## src/rtl/online_arith_pkg.sv

```systemverilog
// online_arith_pkg: shared radix/digit constants and helpers for the online arithmetic datapath
//   Provides default sizing (digits, radix, digit width), LOG2_RADIX and result-width
//   derivation, legal digit bounds, the digit_legal() check and the converter FSM state type.
package online_arith_pkg;
    localparam int DEF_NO_OF_DIGITS = 8;
    localparam int DEF_RADIX_BITS   = 3;
    localparam int DEF_RADIX        = 4;
    function automatic int log2_radix(input int radix);
        int r;
        r = 0;
        for (int i = 0; i < 31; i++) r = ((1 << i) == radix) ? i : r;
        return r;
    endfunction
    function automatic int out_width(input int n, input int radix);
        return n * log2_radix(radix) + 1;
    endfunction
    localparam int DEF_LOG2_RADIX = log2_radix(DEF_RADIX);
    localparam int DEF_OUT_W      = out_width(DEF_NO_OF_DIGITS, DEF_RADIX);
    localparam int DIGIT_MAX      = DEF_RADIX - 1;
    localparam int DIGIT_MIN      = -(DEF_RADIX - 1);
    function automatic logic digit_legal(input int d, input int radix);
        return (d <= radix - 1) && (d >= -(radix - 1));
    endfunction
    typedef enum logic {ACCUM, DONE} conv_state_t;
endpackage

```

## src/rtl/otf_digit_update.sv

```systemverilog
// otf_digit_update: one combinational step of on-the-fly conversion (Q/QM update)
//   i_q, i_qm : current Q and QM (QM = Q-1), signed OUT_W
//   i_d       : incoming signed digit, RADIX_BITS wide
//   o_q, o_qm : updated Q' = RADIX*Q + d and QM' = Q' - 1
module otf_digit_update #(
    parameter int OUT_W      = 17,
    parameter int LOG2_RADIX = 2,
    parameter int RADIX_BITS = 3
) (
    input  logic signed [OUT_W-1:0]      i_q,
    input  logic signed [OUT_W-1:0]      i_qm,
    input  logic        [RADIX_BITS-1:0] i_d,
    output logic signed [OUT_W-1:0]      o_q,
    output logic signed [OUT_W-1:0]      o_qm
);
    localparam logic signed [OUT_W-1:0] RADIX_W = OUT_W'(1) << LOG2_RADIX;
    localparam logic signed [OUT_W-1:0] ONE     = OUT_W'(1);
    logic signed [OUT_W-1:0] w_d, w_rq, w_rqm;
    logic                    w_neg, w_pos;
    assign w_d   = OUT_W'($signed(i_d));
    assign w_rq  = i_q <<< LOG2_RADIX;
    assign w_rqm = i_qm <<< LOG2_RADIX;
    assign w_neg = w_d[OUT_W-1];
    assign w_pos = !w_neg && (w_d != '0);
    // Negative digits borrow from QM so no carry ripples through the word.
    assign o_q  = w_neg ? w_rqm + RADIX_W + w_d : w_rq + w_d;
    assign o_qm = w_pos ? w_rq + w_d - ONE : w_rqm + RADIX_W - ONE + w_d;
endmodule

```

## src/rtl/online_to_binary_converter.sv

```systemverilog
// online_to_binary_converter: MSD-first radix-RADIX digit stream to two's-complement word
//   clk, rst (async, active-high)
//   digit_in/digit_valid/digit_ready   : signed digit input handshake, MSD first
//   result/result_valid/result_ready   : converted OUT_W-bit word handshake
//   digit_err                          : illegal digit seen in this word, qualified by result_valid
module online_to_binary_converter
    import online_arith_pkg::*;
#(
    parameter int NO_OF_DIGITS = DEF_NO_OF_DIGITS,
    parameter int RADIX_BITS   = DEF_RADIX_BITS,
    parameter int RADIX        = DEF_RADIX
) (
    input  logic                                            clk,
    input  logic                                            rst,
    input  logic [RADIX_BITS-1:0]                           digit_in,
    input  logic                                            digit_valid,
    output logic                                            digit_ready,
    output logic [NO_OF_DIGITS*log2_radix(RADIX):0]         result,
    output logic                                            result_valid,
    input  logic                                            result_ready,
    output logic                                            digit_err
);
    localparam int LOG2_RADIX = log2_radix(RADIX);
    localparam int OUT_W      = out_width(NO_OF_DIGITS, RADIX);
    localparam int CNT_W      = (NO_OF_DIGITS > 1) ? $clog2(NO_OF_DIGITS) : 1;
    conv_state_t             r_state, w_state_next;
    logic [CNT_W-1:0]        r_cnt;
    logic signed [OUT_W-1:0] r_q, r_qm, w_q_next, w_qm_next;
    logic [OUT_W-1:0]        r_result;
    logic                    r_err, r_err_out, w_err_next, w_accept, w_last;
    otf_digit_update #(
        .OUT_W     (OUT_W),
        .LOG2_RADIX(LOG2_RADIX),
        .RADIX_BITS(RADIX_BITS)
    ) u_otf (
        .i_q (r_q),
        .i_qm(r_qm),
        .i_d (digit_in),
        .o_q (w_q_next),
        .o_qm(w_qm_next)
    );
    assign w_accept   = digit_valid && digit_ready;
    assign w_last     = r_cnt == CNT_W'(NO_OF_DIGITS - 1);
    assign w_err_next = r_err || !digit_legal(int'($signed(digit_in)), RADIX);
    assign result     = r_result;
    assign digit_err  = r_err_out;
    always_ff @(posedge clk or posedge rst) begin
        if (rst) r_state <= ACCUM;
        else     r_state <= w_state_next;
    end
    // result_valid is exactly the DONE state, so an async reset drops it at once.
    always_comb begin
        digit_ready  = r_state == ACCUM;
        result_valid = r_state == DONE;
        w_state_next = (r_state == ACCUM) ? ((w_accept && w_last) ? DONE : ACCUM)
                                          : (result_ready ? ACCUM : DONE);
    end
    always_ff @(posedge clk or posedge rst) begin
        if (rst) begin
            r_cnt     <= '0;
            r_q       <= '0;
            r_qm      <= '1;
            r_err     <= 1'b0;
            r_result  <= '0;
            r_err_out <= 1'b0;
        end else if (w_accept) begin
            r_cnt <= w_last ? '0 : r_cnt + 1'b1;
            r_q   <= w_last ? '0 : w_q_next;
            r_qm  <= w_last ? '1 : w_qm_next;
            r_err <= w_last ? 1'b0 : w_err_next;
            if (w_last) begin
                r_result  <= w_q_next;
                r_err_out <= w_err_next;
            end
        end
    end
endmodule

```

## config.mk

```make
export PLATFORM = sky130hd
export DESIGN_NAME = online_to_binary_converter
export DESIGN_NICKNAME = d
export VERILOG_FILES = /design/src/rtl/online_arith_pkg.sv /design/src/rtl/otf_digit_update.sv /design/src/rtl/online_to_binary_converter.sv
export SDC_FILE = /design/constraint.sdc
export NUM_CORES = 1
export LEC_CHECK = 0
export CORE_ASPECT_RATIO = 0.8
export CORE_UTILIZATION = 44
export CTS_BUF_LIST = sky130_fd_sc_hd__clkbuf_8
export DETAILED_ROUTE_END_ITERATION = 6
export HOLD_SLACK_MARGIN = 0.15
export PLACE_DENSITY_LB_ADDON = 0.12
export SLEW_MARGIN = 10
export SYNTH_ARGS = -nofsm -noshare
export SYNTH_HDL_FRONTEND = slang
export SYNTH_SLANG_ARGS = --single-unit
```

## constraint.sdc

```tcl
create_clock -name clk -period 4.6 [get_ports clk]
set_input_delay 0.92 -clock clk [delete_from_list [all_inputs] [get_ports clk]]
set_output_delay 0.92 -clock clk [all_outputs]
set_load 0.02 [all_outputs]
```

[Word-level counts from Yosys, hierarchy flattened]
Index checks and enable logic that the tools add are counted.
Storage, ports and cells
  register bits: 53
  input bits: 7
  output and inout port bits: 20
  logic and storage cells: 36
Operators by class
  add/sub/neg operators: 7
  order comparisons: 2
  eq/ne operators: 1
  muxes and demuxes: 9
  bitwise gates (word level): 1
  reductions and logical operators: 9
Operators by type and width (number)
  $mux 15: 3
  $add 17x3->17: 2
  $sub 15x2->15 const B: 2
  $add 17x4->17 const B: 1
  $mux 17: 1
  $reduce_bool 17->1: 1
  $add 15x3->15: 1
  $logic_and 1x1->1: 4
  $mux 1: 4
  $add 3x1->3 const B: 1
  $eq 3x3->1 const B: 1
  $ge 3x3->1 const B: 1
  $le 3x3->1 const B: 1
  $mux 3: 1
  $logic_not 1->1: 2
  $reduce_and 2->1: 1
  $logic_or 1x1->1: 1
  $not 1->1: 1

[Depth between registers and ports, before layout]
  depth after elaboration: 5
  depth in mapped cells: 15
  gate-level depth less buffers: 15

[Modules after synthesis]
From an unflattened synthesis, not the netlist that was laid out.
Second synthesis, totals
  cells, all modules: 681
  area total of the unflattened synthesis: 5516.5 µm²
Modules (own cells, without submodules)
  otf_digit_update: instances 1, cells each 466, area each 3176.8 µm², sequential area each 0.0 µm²
  online_to_binary_converter: instances 1, cells each 215, area each 2339.7 µm², sequential area each 1447.6 µm²

[Worst setup path after synthesis]
Ideal clock, no wire load.
  path kind: in2reg
  start: input digit_in[2]
  end: register r_qm[12]
  setup time: 0.083 ns
  data arrival time: 4.079 ns
  slack: 0.438 ns
  stages: 14
  buffers on the path: 2
  cell sequence: clkbuf_1 -> inv_1 -> clkbuf_1 -> ha_1 -> inv_1 -> ha_1 -> a21oi_1 -> o211ai_1 -> o311a_1 -> o21ai_1 -> nor2_1 -> a2111oi_0 -> nor2_1 -> o32a_1
Between the ends
  longest elaborated chain between the ends: 4
Ends and longest elaborated chain
  start, declared: line online_to_binary_converter.sv:15  | input logic [RADIX_BITS-1:0] digit_in,
  $add 17x3->17, or another cell as far along
  $sub 15x2->15 or $logic_and 1x1->1 (tied branches): line otf_digit_update.sv:27, otf_digit_update.sv:24
  $mux 15 (*): line otf_digit_update.sv:27  | assign o_qm = w_pos ? w_rq + w_d - ONE : w_rqm + RADIX_W - ONE + w_d;
  $mux 15 (*): line online_to_binary_converter.sv:69  | r_qm <= w_last ? '1 : w_qm_next;
  end signal, assigned: line online_to_binary_converter.sv:69
  end, declared: line online_to_binary_converter.sv:28  | logic signed [OUT_W-1:0] r_q, r_qm, w_q_next, w_qm_next;
Every way passes the cells marked *; elsewhere a longest branch is shown, timed or not.
A chain may end at the register's enable or synchronous reset.

[Final worst setup path]
  start: input digit_in[1]
  end: register r_qm[13]
Between the ends
  longest elaborated chain between the ends: 4
Ends and longest elaborated chain (line)
  $add 17x3->17 or $reduce_bool 17->1 (tied branches)
  $sub 15x2->15 or $logic_and 1x1->1 (tied branches): otf_digit_update.sv:27, otf_digit_update.sv:24
  $mux 15 (*): otf_digit_update.sv:27
  $mux 15 (*): online_to_binary_converter.sv:69
Marked as above.

==> run metrics <==
setup TNS=0 ps; Sw Share=50.25%; largest family of logic cells by synthesized area=compound AO/OA/AOI/OAI gates; global placement routability congestion=0.9100; final hold viol count=0; Post-CTS Resized=0; kind of critical path=in -> reg; clock share of power=6.2%; crit path max fanout=8; Logic pwr share=73.3%; Synth Warn #=0; Hold Path Class=reg -> reg; ys async rst share=100.0%; # port buffers=26; ANT cells=0; dominant synthesized flop cell=dfrtp_1; initial DRC count=290; post-DR vias/cell=5.480; FF+latch count, synth=53; GRT Resource Usage Total=22.32%; TritonCTS buffer count=5; Post-CTS Setup Inserts=0; grt total ovfl=0; root buf cell=clkbuf_8; EDFF count, synth=0; Hold Buf Count CTS=0; CTS tree=done; die area=11480 um2; Reg power frac=20.6%; RSZ-0062 raised after global routing=false; XOR/XNOR Fraction of Synth Area=9.367%; CP Capture Type=flop; initial antenna violation count=0; initial core utilization=46.36%; status=finished, final reports clean; final slew viol count=0; Routed wire per std cell=15.77 um; Synth Area in Simple Gates=19.30%; Slew Limit Headroom=45.04%; Layout area overhead=11.09%; via count=4170; Worst Path Required=4830 ps; Worst VDD drop=0.2927 mV; Psw=0.002170 W; P_leak=2.427 nW; crit path DAT=4030 ps; synth unique cells=63; Syn Area/Cell=8.227 um2; setup violators final=0; Post-Syn Instances=591; syn nets=661; die height=96.02 um; Pint=0.002148 W; post-synthesis cell area=4862 um2; pin count of the biggest net entering global routing=30; CTS clock-pin slew for the worst setup and hold paths=100 ps; adder-cell share of the synthesized area=16.68%; hold_ws=482.3 ps; vias in the first global route=3944; total routed wirelength=12.00 mm; clk_lat worst skew=320 ps; DR pass1 iterations=5; Fin Clk Skew=8.040 ps; actual slew at the worst max-slew pin=803.6 ps; # DRC=0; min Tclk post-route=3800 ps; Max Root-Sink Buffers=2; crit share post-route=82.60%; CORE AREA=10490 um2; Pwr Density=799.5 nW/um2; post-route ant nets=0; clk sinks=53; layout cell share with drive strength beyond 1=8.374%; first-pass GRT wire length=20.09 mm; CP Launch Type=primary input; R2R setup slack=880 ps; Cell Rows=33; compound-cell area share of the yosys netlist=21.31%; fmax=0.2632 GHz; post-synthesis mux area share=0.8235%; nets@finish=690; max-cap check violation count=0; Die Wd=119.5 um; sequential cell area fraction in the yosys report=27.66%; H-tree depth=2; num ports=27; DP HPWL=9.554 mm
-- cell type report --
type	instances	area (um2)
sequential	53	1345
clock inverter	3	17.52
clock buffer	5	68.82
inverter	49	183.9
tap	140	175.2
timing repair buffer	36	330.3
fill	1043	5086
multi-input combinational	475	3281
-- cells in the mapped netlist, drive strengths merged (3+ instances only) --
master / count / area (um2)
dfrtp: 38 / 950.9
nand2: 71 / 266.5
nor4: 4 / 46.29
o21bai: 3 / 22.52
nor2: 51 / 191.4
xor2: 21 / 183.9
or2: 3 / 18.77
a22oi: 3 / 22.52
dfstp: 15 / 394.1
ha: 60 / 750.7
fa: 3 / 60.06
a21o: 5 / 37.54
nor2b: 3 / 18.77
o21ai: 56 / 280.3
and3: 8 / 50.05
o211ai: 3 / 22.52
clkbuf: 13 / 48.80
a2111oi: 5 / 51.30
xnor2: 31 / 271.5
inv: 49 / 183.9
or3: 10 / 67.56
a211oi: 8 / 70.06
a21oi: 42 / 214.0
mux2i: 4 / 40.04
nor3: 17 / 85.08
a31oi: 7 / 58.81
nand2b: 4 / 25.02
o21a: 7 / 52.55
o31ai: 7 / 52.55
nand3: 12 / 65.06
-- final timing paths --
path | from | endpoint | cells after the start
max in group asynchronous | rst | r_qm[4]$_DFFE_PP1P_ | 3
worst max register to register | r_qm[2]$_DFFE_PP1P_ | r_qm[12]$_DFFE_PP1P_ | 14
min in group asynchronous | rst | result[15]$_DFFE_PP0P_ | 2
worst min register to register | result[12]$_DFFE_PP0P_ | result[12]$_DFFE_PP0P_ | 2
worst min-delay path | result[12]$_DFFE_PP0P_ | result[12]$_DFFE_PP0P_ | 2
worst max-delay path | digit_in[1] | r_qm[13]$_DFFE_PP1P_ | 12
-- power by group through the flow --
stage	clock network [W]	registers, W	logic, W
2_1_floorplan	0	0.000933	0.00234
3_3_place_gp	0	0.000893	0.00309
3_5_place_dp	0	0.000900	0.00315
4_1_cts	0.000277	0.000891	0.00317
5_1_grt	0.000295	0.000921	0.00355
6_report	0.000267	0.000888	0.00316
-- placed cells by master (no fill, tap or decap), drive strengths merged, types with 3 or more instances in the layout --
master,n
a21oi,42
o21a,7
ha,60
clkbuf,5
and3,8
o21ai,56
dfrtp,38
a2111oi,5
a211oi,8
a21o,5
o21bai,3
buf,11
nor4,4
nand2,71
nand2b,4
a31oi,7
inv,49
fa,3
xor2,21
xnor2,31
nor3,17
o211ai,3
or3,10
dfstp,15
nor2b,3
a22oi,3
nand3,12
clkdlybuf4s50,25
mux2i,4
o31ai,7
nor2,51
or2,3
-- sequential cells by signal (all words and copies together) (netlist names) --
| signal | flops |
|---|---|
| r_q | 15 |
| r_cnt | 3 |
| r_err | 1 |
| result | 17 |
| r_qm | 15 |
| result_valid | 1 |
| digit_err | 1 |
-- kinds of logic after synthesis --
logic type	count (synthesis)
simple gates	194
compound gates	162
buf+inv	63
fa+ha+maj	63
flops	53
xor+xnor	52
mux	4
-- critical path: stages --
cell and delay, ps:
clkdlybuf4s50_1 670, inv_1 170, ha_1 260, fa_1 410, a21o_1 180, a21oi_1 230, nor2_1 100, o41a_1 380
a211oi_1 290, or4_1 160, a21oi_1 60, nor3_1 200
-- stage by stage --
step / worst slack [ps] / cells / area, um2 / power, W / utilization, %
finish: 800.2 / 761 / 5401 / 0.004319 / 51.50
global route: 522.8 / 761 / 5401 / 0.004762 / 51.50
CTS: 840.6 / 761 / 5401 / 0.004335 / 51.50
detailed placement: 515.9 / 753 / 5315 / 0.004052 / 50.68
global placement: 524.2 / 753 / 5315 / 0.003981 / 50.68
floorplan: 437.9 / 591 / 4862 / 0.003273 / -
-- layer usage --
metal	GRT usage, %	wire [um]	share of wire (%)	vias up
li1	-	-	-	2126
met1	31.16	6026	50	1964
met2	37.43	5431	45	70
met3	3.081	428	3.6	10
met4	3.542	115	0.96	0
met5	0	0	0	-
No activity file was read; power rests on OpenSTA's default activity.
